File: src/rtl/alu_share_ctrl_pkg.sv
// alu_share_ctrl_pkg
// Shared definitions for the shared Y86-64 ALU controller: ALU function
// encodings (Y86 ifun), condition-code bit positions and the controller
// FSM state type.
// Ports: none (package).

package alu_share_ctrl_pkg;

  localparam int ALU_W = 64;

  localparam logic [3:0] ALU_ADD = 4'd0;
  localparam logic [3:0] ALU_SUB = 4'd1;
  localparam logic [3:0] ALU_AND = 4'd2;
  localparam logic [3:0] ALU_XOR = 4'd3;

  // Bit positions inside cc = {ZF, SF, OF}
  localparam int CC_ZF = 2;
  localparam int CC_SF = 1;
  localparam int CC_OF = 0;

  typedef enum logic [1:0] {
    ST_IDLE = 2'd0,
    ST_EXEC = 2'd1,
    ST_RESP = 2'd2
  } state_t;

endpackage

File: src/rtl/alu_share_ctrl_if.sv
// alu_share_ctrl_if
// Bundle of the two requester ports, the response port and the condition
// codes of the shared ALU controller.
// Modports:
//   master - requester/consumer side: drives reqN_valid/fun/a/b, req0_setcc,
//            rsp_ready; observes reqN_ready, rsp_*, cc.
//   slave  - controller side (alu_share_ctrl).

interface alu_share_ctrl_if #(
  parameter int WIDTH = 64
);
  import alu_share_ctrl_pkg::*;

  logic             req0_valid;
  logic             req0_ready;
  logic [3:0]       req0_fun;
  logic [WIDTH-1:0] req0_a;
  logic [WIDTH-1:0] req0_b;
  logic             req0_setcc;

  logic             req1_valid;
  logic             req1_ready;
  logic [3:0]       req1_fun;
  logic [WIDTH-1:0] req1_a;
  logic [WIDTH-1:0] req1_b;

  logic             rsp_valid;
  logic             rsp_ready;
  logic             rsp_id;
  logic [WIDTH-1:0] rsp_data;
  logic             rsp_err;

  logic [2:0]       cc;

  modport master (
    output req0_valid, req0_fun, req0_a, req0_b, req0_setcc,
    output req1_valid, req1_fun, req1_a, req1_b,
    output rsp_ready,
    input  req0_ready, req1_ready,
    input  rsp_valid, rsp_id, rsp_data, rsp_err, cc
  );

  modport slave (
    input  req0_valid, req0_fun, req0_a, req0_b, req0_setcc,
    input  req1_valid, req1_fun, req1_a, req1_b,
    input  rsp_ready,
    output req0_ready, req1_ready,
    output rsp_valid, rsp_id, rsp_data, rsp_err, cc
  );

endinterface

File: src/rtl/alu_share_ctrl_alu_core_64.sv
// alu_core_64
// Purely combinational Y86-64 ALU (addq/subq/andq/xorq).
// Ports:
//   fun  in  4   Y86 ifun (0 add, 1 sub, 2 and, 3 xor; others illegal)
//   a    in  64  valA
//   b    in  64  valB
//   r    out 64  result (b op a); 0 for illegal fun
//   zf/sf/of out flags of r
//   err  out     illegal fun

module alu_core_64
  import alu_share_ctrl_pkg::*;
(
  input  logic [3:0]  fun,
  input  logic [63:0] a,
  input  logic [63:0] b,
  output logic [63:0] r,
  output logic        zf,
  output logic        sf,
  output logic        of,
  output logic        err
);

  always_comb begin
    r   = '0;
    of  = 1'b0;
    err = 1'b0;
    case (fun)
      ALU_ADD: begin
        r  = b + a;
        of = (a[63] == b[63]) && (r[63] != b[63]);
      end
      // Y86 subq rA,rB computes rB - rA, so b is the minuend
      ALU_SUB: begin
        r  = b - a;
        of = (a[63] != b[63]) && (r[63] != b[63]);
      end
      ALU_AND: r = b & a;
      ALU_XOR: r = b ^ a;
      default: err = 1'b1;
    endcase
  end

  assign zf = (r == '0);
  assign sf = r[63];

endmodule

File: src/rtl/alu_share_ctrl.sv
// alu_share_ctrl
// Shares one 64-bit Y86-64 ALU between the execute stage (port 0) and an
// auxiliary address/compare unit (port 1). Round-robin arbitration in IDLE,
// operands latched on handshake, one registered ALU evaluation, response held
// until taken.
// Build option: ALU_SHARE_CC_EN - when defined, port-0 ops with setcc update
// the {ZF,SF,OF} register; when undefined, cc is tied to 0 and req0_setcc is
// ignored.
// Ports:
//   clk    in  rising-edge clock
//   rst_n  in  asynchronous active-low reset
//   bus    alu_share_ctrl_if.slave (requests, response, cc)
//
// state   | meaning
// --------+------------------------------------------------------------
// ST_IDLE | arbitrate; ready to the granted requester; latch on handshake
// ST_EXEC | evaluate ALU on latched operands; register result/err/cc
// ST_RESP | hold rsp_valid and result until rsp_ready

module alu_share_ctrl
  import alu_share_ctrl_pkg::*;
(
  input  logic           clk,
  input  logic           rst_n,
  alu_share_ctrl_if.slave bus
);

  state_t      state_q, state_d;
  logic        ptr_q;
  logic        id_q;
  logic [3:0]  fun_q;
  logic [63:0] a_q;
  logic [63:0] b_q;
  logic [63:0] data_q;
  logic        err_q;

  logic        grant_any;
  logic        grant_id;
  logic        accept;

  logic [63:0] alu_r;
  logic        alu_zf, alu_sf, alu_of, alu_err;

  // Tie goes to the port that did not win last time; ptr_q holds last grant.
  assign grant_any = bus.req0_valid | bus.req1_valid;
  assign grant_id  = (bus.req0_valid & bus.req1_valid) ? ~ptr_q : bus.req1_valid;

  always_comb begin
    state_d        = state_q;
    accept         = 1'b0;
    bus.req0_ready = 1'b0;
    bus.req1_ready = 1'b0;
    bus.rsp_valid  = 1'b0;
    case (state_q)
      ST_IDLE: begin
        // rst_n gating keeps ready low while reset is asserted
        if (grant_any && rst_n) begin
          accept         = 1'b1;
          bus.req0_ready = ~grant_id;
          bus.req1_ready = grant_id;
          state_d        = ST_EXEC;
        end
      end
      ST_EXEC: state_d = ST_RESP;
      ST_RESP: begin
        bus.rsp_valid = 1'b1;
        if (bus.rsp_ready) state_d = ST_IDLE;
      end
      default: state_d = ST_IDLE;
    endcase
  end

  always_ff @(posedge clk or negedge rst_n) begin
    if (!rst_n) begin
      state_q <= ST_IDLE;
      ptr_q   <= 1'b1;
      id_q    <= 1'b0;
      fun_q   <= '0;
      a_q     <= '0;
      b_q     <= '0;
      data_q  <= '0;
      err_q   <= 1'b0;
    end else begin
      state_q <= state_d;
      if (accept) begin
        ptr_q <= grant_id;
        id_q  <= grant_id;
        fun_q <= grant_id ? bus.req1_fun : bus.req0_fun;
        a_q   <= grant_id ? bus.req1_a   : bus.req0_a;
        b_q   <= grant_id ? bus.req1_b   : bus.req0_b;
      end
      if (state_q == ST_EXEC) begin
        data_q <= alu_r;
        err_q  <= alu_err;
      end
    end
  end

  alu_core_64 u_alu (
    .fun (fun_q),
    .a   (a_q),
    .b   (b_q),
    .r   (alu_r),
    .zf  (alu_zf),
    .sf  (alu_sf),
    .of  (alu_of),
    .err (alu_err)
  );

  assign bus.rsp_id   = id_q;
  assign bus.rsp_data = data_q;
  assign bus.rsp_err  = err_q;

`ifdef ALU_SHARE_CC_EN
  logic       setcc_q;
  logic [2:0] cc_q;

  always_ff @(posedge clk or negedge rst_n) begin
    if (!rst_n) begin
      setcc_q <= 1'b0;
      cc_q    <= 3'b000;
    end else begin
      if (accept) setcc_q <= ~grant_id & bus.req0_setcc;
      // setcc_q already implies port 0; illegal fun leaves cc untouched
      if ((state_q == ST_EXEC) && setcc_q && !alu_err) begin
        cc_q[CC_ZF] <= alu_zf;
        cc_q[CC_SF] <= alu_sf;
        cc_q[CC_OF] <= alu_of;
      end
    end
  end

  assign bus.cc = cc_q;
`else
  logic unused_cc_inputs;
  assign unused_cc_inputs = ^{alu_zf, alu_sf, alu_of, bus.req0_setcc};
  assign bus.cc = 3'b000;
`endif

endmodule

File: src/flat_wrapper.sv
// flat-port wrapper written by rule: the top's interface ports become plain ports
module alu_share_ctrl_flat import alu_share_ctrl_pkg::*;
  (clk, rst_n, bus_req0_valid, bus_req0_fun, bus_req0_a, bus_req0_b, bus_req0_setcc, bus_req1_valid, bus_req1_fun, bus_req1_a, bus_req1_b, bus_rsp_ready, bus_req0_ready, bus_req1_ready, bus_rsp_valid, bus_rsp_id, bus_rsp_data, bus_rsp_err, bus_cc);
  alu_share_ctrl_if #(.WIDTH(64)) bus_i ();
  input  logic clk;
  input  logic rst_n;
  input wire logic [$bits(bus_i.req0_valid)-1:0] bus_req0_valid;
  input wire logic [$bits(bus_i.req0_fun)-1:0] bus_req0_fun;
  input wire logic [$bits(bus_i.req0_a)-1:0] bus_req0_a;
  input wire logic [$bits(bus_i.req0_b)-1:0] bus_req0_b;
  input wire logic [$bits(bus_i.req0_setcc)-1:0] bus_req0_setcc;
  input wire logic [$bits(bus_i.req1_valid)-1:0] bus_req1_valid;
  input wire logic [$bits(bus_i.req1_fun)-1:0] bus_req1_fun;
  input wire logic [$bits(bus_i.req1_a)-1:0] bus_req1_a;
  input wire logic [$bits(bus_i.req1_b)-1:0] bus_req1_b;
  input wire logic [$bits(bus_i.rsp_ready)-1:0] bus_rsp_ready;
  output wire logic [$bits(bus_i.req0_ready)-1:0] bus_req0_ready;
  output wire logic [$bits(bus_i.req1_ready)-1:0] bus_req1_ready;
  output wire logic [$bits(bus_i.rsp_valid)-1:0] bus_rsp_valid;
  output wire logic [$bits(bus_i.rsp_id)-1:0] bus_rsp_id;
  output wire logic [$bits(bus_i.rsp_data)-1:0] bus_rsp_data;
  output wire logic [$bits(bus_i.rsp_err)-1:0] bus_rsp_err;
  output wire logic [$bits(bus_i.cc)-1:0] bus_cc;
  assign bus_i.req0_valid = bus_req0_valid;
  assign bus_i.req0_fun = bus_req0_fun;
  assign bus_i.req0_a = bus_req0_a;
  assign bus_i.req0_b = bus_req0_b;
  assign bus_i.req0_setcc = bus_req0_setcc;
  assign bus_i.req1_valid = bus_req1_valid;
  assign bus_i.req1_fun = bus_req1_fun;
  assign bus_i.req1_a = bus_req1_a;
  assign bus_i.req1_b = bus_req1_b;
  assign bus_i.rsp_ready = bus_rsp_ready;
  assign bus_req0_ready = bus_i.req0_ready;
  assign bus_req1_ready = bus_i.req1_ready;
  assign bus_rsp_valid = bus_i.rsp_valid;
  assign bus_rsp_id = bus_i.rsp_id;
  assign bus_rsp_data = bus_i.rsp_data;
  assign bus_rsp_err = bus_i.rsp_err;
  assign bus_cc = bus_i.cc;
  alu_share_ctrl u_core (.clk(clk), .rst_n(rst_n), .bus(bus_i));
endmodule
File: config.mk
export PLATFORM = sky130hd
export DESIGN_NAME = alu_share_ctrl_flat
export DESIGN_NICKNAME = d
export VERILOG_FILES = /design/src/rtl/alu_share_ctrl_pkg.sv /design/src/rtl/alu_share_ctrl_if.sv /design/src/rtl/alu_share_ctrl_alu_core_64.sv /design/src/rtl/alu_share_ctrl.sv /design/src/flat_wrapper.sv
export SDC_FILE = /design/constraint.sdc
export NUM_CORES = 1
export LEC_CHECK = 0
export CORE_AREA = 2 2 180 182
export CTS_CLUSTER_DIAMETER = 50
export DETAILED_ROUTE_END_ITERATION = 6
export DIE_AREA = 0 0 182 184
export PLACE_DENSITY = 0.85
export SLEW_MARGIN = 20
export SYNTH_ARGS = -nofsm -noshare
export SYNTH_HDL_FRONTEND = slang
export SYNTH_SLANG_ARGS = --single-unit
File: constraint.sdc
create_clock -name clk -period 5.35 [get_ports clk]
set_clock_uncertainty 0.1 [all_clocks]
set_input_delay 0.535 -clock clk [delete_from_list [all_inputs] [get_ports clk]]
set_output_delay 0.535 -clock clk [all_outputs]
set_load 0.05 [all_outputs]
**Word level (Yosys, flattened, before mapping)**

Index checks and enable logic that the tools add are counted.

- Register bits: 201
- Latch bits: 0
- RAM bits: 0
- Bits in read-only memories: 0
- Logic and storage cells: 44
- Memories kept: 0

- Add/sub/neg operators: 2
- $mul: 0
- Divide/modulo/power cells: 0
- Order comparisons: 0
- Equal/unequal tests: 7
- Shift-type cells: 0
- Muxes and demuxes: 16
- Bitwise logic cells: 6
- Reductions and logical operators: 5

Operators by type and width:

| operator | count |
|---|---|
| 64-bit case mux with 4 select lines | 1 |
| 64-bit 2-to-1 mux | 2 |
| 64-bit adder | 1 |
| 64-bit bitwise AND | 1 |
| 64-bit subtractor | 1 |
| 64-bit XOR | 1 |
| 1-bit 2-to-1 mux | 9 |
| 4-bit by 2-bit == test with 1-bit output (second input constant) | 2 |
| 2-bit case mux with 3 select lines | 1 |
| 4-bit by 1-bit == test with 1-bit output (second input constant) | 1 |
| 4-bit zero test | 1 |
| 2-bit 2-to-1 mux | 2 |
| 4-bit 2-to-1 mux | 1 |
| 4-bit OR reduction | 1 |
| 2-bit by 1-bit == test with 1-bit output (second input constant) | 1 |
| 2-bit == test (second input constant) | 1 |
| 2-bit zero test | 1 |
| 2-bit by 1-bit inequality test with 1-bit output (second input constant) | 1 |
| 2-bit inequality test (second input constant) | 1 |
| 1-bit NOT | 2 |
| 2-bit AND reduction | 1 |
| 1-bit bitwise AND | 1 |
| 1-bit logical AND | 1 |
| 1-bit OR | 1 |

**Logic depth before layout (Yosys ltp)**

- Word-level depth: 5
- Mapped depth: 21
- Mapped depth without buffers: 20

**Cells and area by module**

Synthesis repeated with hierarchy kept, for this count alone.

- Cell total of the unflattened synthesis: 2,531
- Area, all modules: 20,056.7 µm²

Modules (own cells, without submodules):

| module | times used | cells each | area an instance (µm²) | sequential area each (µm²) |
|---|---|---|---|---|
| alu_core_64 | 1 | 1,768 | 11,043.1 | 0.0 |
| alu_share_ctrl | 1 | 763 | 9,013.6 | 5,031.1 |

**Worst setup path before layout**

OpenSTA, ideal clock, no wires.

- Path kind: register to register
- Start point: reg u_core.a_q[23]
- End point: reg u_core.data_q[51], in the netlist u_core.bus.rsp_data[51]
- Arrival time: 4.669 ns
- Data required time: 5.114 ns
- Path slack: 0.445 ns
- Stages on the path, launching flop included: 17
- Buffers on the path: 1
- Clock period less this slack: 4.905 ns
- Path through: dfrtp_1 or4_4 or3_4 or3_4 or2_2 o31ai_1 xor2_1 ha_1 clkbuf_1 a21o_1 a221oi_1 o21ai_0 a221oi_1 nor4b_1 nor2_1 nand3_1 or3b_2

- Longest elaborated chain between the ends: 2
- Elaborated cells on any way between the ends: 3
- Classes of those cells: add/sub (2); mux (1)

Ends and longest elaborated chain:

| element | line | text |
|---|---|---|
| from (decl) | alu_share_ctrl.sv:32 | `logic [63:0] a_q;` |
| from (signal assigned) | alu_share_ctrl.sv:89 | `a_q <= grant_id ? bus.req1_a : bus.req0_a;` |
| 64-bit subtractor / 64-bit adder (equally long branches) | alu_share_ctrl_alu_core_64.sv:35, alu_share_ctrl_alu_core_64.sv:30 |  |
| 64-bit case mux with 4 select lines * | alu_share_ctrl_alu_core_64.sv:28 | `case (fun)` |
| to (signal assigned) | alu_share_ctrl.sv:93 | `data_q <= alu_r;` |
| to (decl) | alu_share_ctrl.sv:34 | `logic [63:0] data_q;` |

Every way passes the cells marked *; elsewhere a longest branch is shown, timed or not.
A chain may end at the register's enable or synchronous reset.

**Worst setup path in the final report**

- Start point: reg u_core.a_q[23]
- End point: reg u_core.data_q[63], in the netlist u_core.bus.rsp_data[63]

Same word-level chain as after synthesis.

==> run metrics <==
Sequential Area=0.00503 mm2; class of the tightest hold or removal check=reg -> reg; overall routed net length=51.4 mm; IO Pins=342; first-pass detailed-route iteration total=5; synth warn=0; clock sink count=201; top cell type's share of synthesized area=32.3%; critical path endpoint category=register; synthesized instance count=1,795; Area growth, synth to finish=35.1%; Clock Root Buffer=clkbuf_16; Detail Route Antenna Nets=0; count of vias placed by the detailed router=15,500; asr flop ratio synth=100%; count of placed standard cells in the final layout, fillers left out=2,580; Placer Congestion=0.949; Main synth FF type=dfrtp_1; RSZ-0062 raised after global routing=true; TritonCTS clock tree=built; layout cell share with drive strength beyond 1=9.83%; total net switching power=7.14 mW; worst-case vdd ir drop=0.350 mV; Pwr per Cell Area=691 mW/mm2; critical path endpoint=u_core.bus.rsp_data[63]; htree depth=1; mean instance size in the synthesized netlist=8.64 um2; horizontal extent of the die=182 um; Worst-Skew Late Latency=540 ps; Worst Max-Slew Pin Slew=1060 ps; highest achievable clock rate=192 MHz; maximum buffer depth of the clock tree=3; starting density of the core=49.4%; clock share of power=14.2%; number of cells on the worst reg-to-reg path=18; number of enable-type register cells in the synthesized netlist=0; number of hold violations in the final report=0; capturing point of the worst reg2reg path=u_core.bus.rsp_data[63]; number of placement rows=65; setup violation total in the final timing report=0; first element of the critical path=u_core.a_q[23]; outcome=finished, final reports clean; sequential cell fraction of total power=20.0%; max_slew headroom=29.2%; end-of-flow core utilization=66.8%; first-pass GRT wire length=81.6 mm; biggest fanout along the worst timing path=8; initial antenna violation count=0; wire length per cell=19.9 um; required time at the worst-slack endpoint=5630 ps; count of buffers inserted at the top-level ports=337; length of routed wiring on met1=21.4 mm; combinational share of power=65.8%; number of vias per cell=6.01; total track usage=30.3%; routed wl met3=3.33 mm; period utilisation layout=97.5%; 1st-iter DRT viols=1,043; pin count of the biggest net entering global routing=267; clock-pin transition on the worst setup and hold timing paths=60 ps; leakage power=9.45 nW; post-placement cell count=2,530; # diodes=0; Floorplan Core Area=0.0314 mm2; FF+latch count, synth=201; # Post-CTS Setup Buffers=0; worst setup slack for register-to-register paths=140 ps; startpoint types=register; fraction of power spent switching nets=49.3%; minimum period implied by the final worst setup slack=5210 ps; number of maximum-capacitance constraint violations=0; most frequent cells after synthesis=264 x nand2_1, 229 x o21ai_0, 200 x dfrtp_1, 135 x mux2i_1, 128 x ha_1; Worst Path Arrival=5490 ps; vertical extent of the die=184 um; post-synthesis cell type with the largest combined area=dfrtp_1; classification of the worst setup path=reg -> reg; routed length on met2=25.1 mm; DRC violations left=0; Nets=2,558; fill cell count=2,527; clock buffers created by TritonCTS=28; total area of multi-input combinational cells=0.0100 mm2; via count of the first global-routing pass=15,500; internal power of the cells=7.36 mW; highest layer used for signal routing=met4; global route total overflow=0; number of distinct library cells after synthesis=77; R2R Path Start=u_core.a_q[23]; die area=0.0335 mm2; Final Slew Violations=0; sequential cell area fraction in the yosys report=32.4%; synthesized cell area=0.0155 mm2; most frequently used cell type in the post-synthesis netlist=nand2_1; Area contributors post-synth=dfrtp_1 32%, ha_1 10%, mux2i_1 8.7%; half-perimeter wire length after detailed placement=39.5 mm
cell usage in the layout (no fill, tap or decap), types with 4 or more instances in the layout:
cell	count
clkdlybuf4s50_1	336
nand2_1	264
o21ai_0	227
dfrtp_1	200
mux2i_1	135
ha_1	127
buf_4	112
a21oi_1	101
nor2_1	75
xor2_1	60
xnor2_1	56
a22oi_1	36
a21o_1	32
inv_1	31
clkbuf_16	29
o221ai_1	28
nor3_1	26
a222oi_1	25
nand3_1	23
nand4_1	22
a31oi_1	14
o21bai_1	14
and3_1	13
nand2b_1	11
o31ai_1	11
nor4_1	9
o21a_1	9
and2_1	7
o211ai_1	7
nor2b_1	6
bufinv_16	6
a21oi_2	5
nor3_2	4
or3_1	4
o41ai_1	4
a211oi_1	4
clkinvlp_4	4
inv_8	4
clkbuf_8	4
power groups by stage:
| stage | clock (mW) | combinational (mW) | sequential [mW] |
|---|---|---|---|
| after CTS | 2.08 | 9.34 | 2.87 |
| after detailed placement | 0 | 9.25 | 2.89 |
| after global placement | 0 | 9.06 | 2.86 |
| after global routing | 2.15 | 10.4 | 2.98 |
| after floorplan | 0 | 5.49 | 3.38 |
| final | 2.06 | 9.53 | 2.90 |
worst min-delay path by stage:
stage | start | endpoint | slack (ps) | cells after the start
3_3_place_gp | u_core.bus.rsp_id | u_core.bus.rsp_id | 360 | 1
4_1_cts | u_core.bus.rsp_data[15] | u_core.bus.rsp_data[15] | 380 | 2
6_report | u_core.bus.rsp_data[15] | u_core.bus.rsp_data[15] | 380 | 2
3_5_place_dp | u_core.bus.rsp_data[15] | u_core.bus.rsp_data[15] | 370 | 2
2_1_floorplan | rst_n | u_core.a_q[0] | 140 | 0
5_1_grt | u_core.bus.rsp_data[15] | u_core.bus.rsp_data[15] | 400 | 2
routing by layer:
layer | global-route usage, % | up-vias
met4 | 10.5 | 0
li1 | - | 7302
met2 | 52.9 | 620
met5 | 0 | -
met3 | 3.78 | 114
met1 | 38.8 | 7457
state kept, by name (all words and copies together), names as in the netlist:
register,flops
u_core.fun_q,4
u_core.bus.rsp_data,64
u_core.ptr_q,1
u_core.a_q,64
u_core.bus.rsp_err,1
u_core.bus.rsp_id,1
u_core.b_q,64
u_core.state_q,2
through the flow:
step	area, um2	hold WS [ps]	worst slack, ps	TNS (ps)	total power, mW
after floorplan	15500	139	445	0	8.87
after global placement	19800	363	-122	-257	11.9
after detailed placement	19800	369	-185	-574	12.1
after CTS	20800	381	23.5	0	14.3
after global routing	21000	400	-31.6	-31.6	15.5
final	21000	376	135	0	14.5
cell families after synthesis:
logic type	count (synthesis)	share of synthesized area [%]
AO/OA/AOI/OAI	557	22.5
XOR/XNOR	116	6.55
adder cells (fa/ha/maj)	129	10.5
buffers and inverters	151	4.23
flip-flops	201	32.4
multiplexers	135	8.71
other	1	0.0242
AND/OR/NAND/NOR	505	15.1
worst max-delay path, cell delays in order (launching register included):
cell       delay, ps
dfrtp_1          380
or4_4            580
or3_4            360
or3_4            380
buf_4            160
nor2_4           180
nand3_4          110
buf_4            180
o21ai_0          270
xor2_1           110
ha_1             450
and3_1           250
nand4_1          170
or3_1            390
o41a_1           370
o2111ai_1        140
a31oi_1          150
xnor2_1          180
o221ai_1         140
layout make-up:
class	instances	area share, %
Sequential cell	201	24.0
Clock inverter	16	1.28
Tap cell	402	2.40
Inverter	31	0.555
Timing Repair Buffer	452	20.4
Clock buffer	33	3.68
Multi-Input combinational cell	1445	47.7
what timing repair did:
action                     in CTS  in global routing
hold endpoints to repair       60                  0
setup endpoints to repair       7                 18
pin swaps                       0                  5
hold buffers                    1                  0
gates resized for setup         4                 24
(Power assumes the default switching activity.)
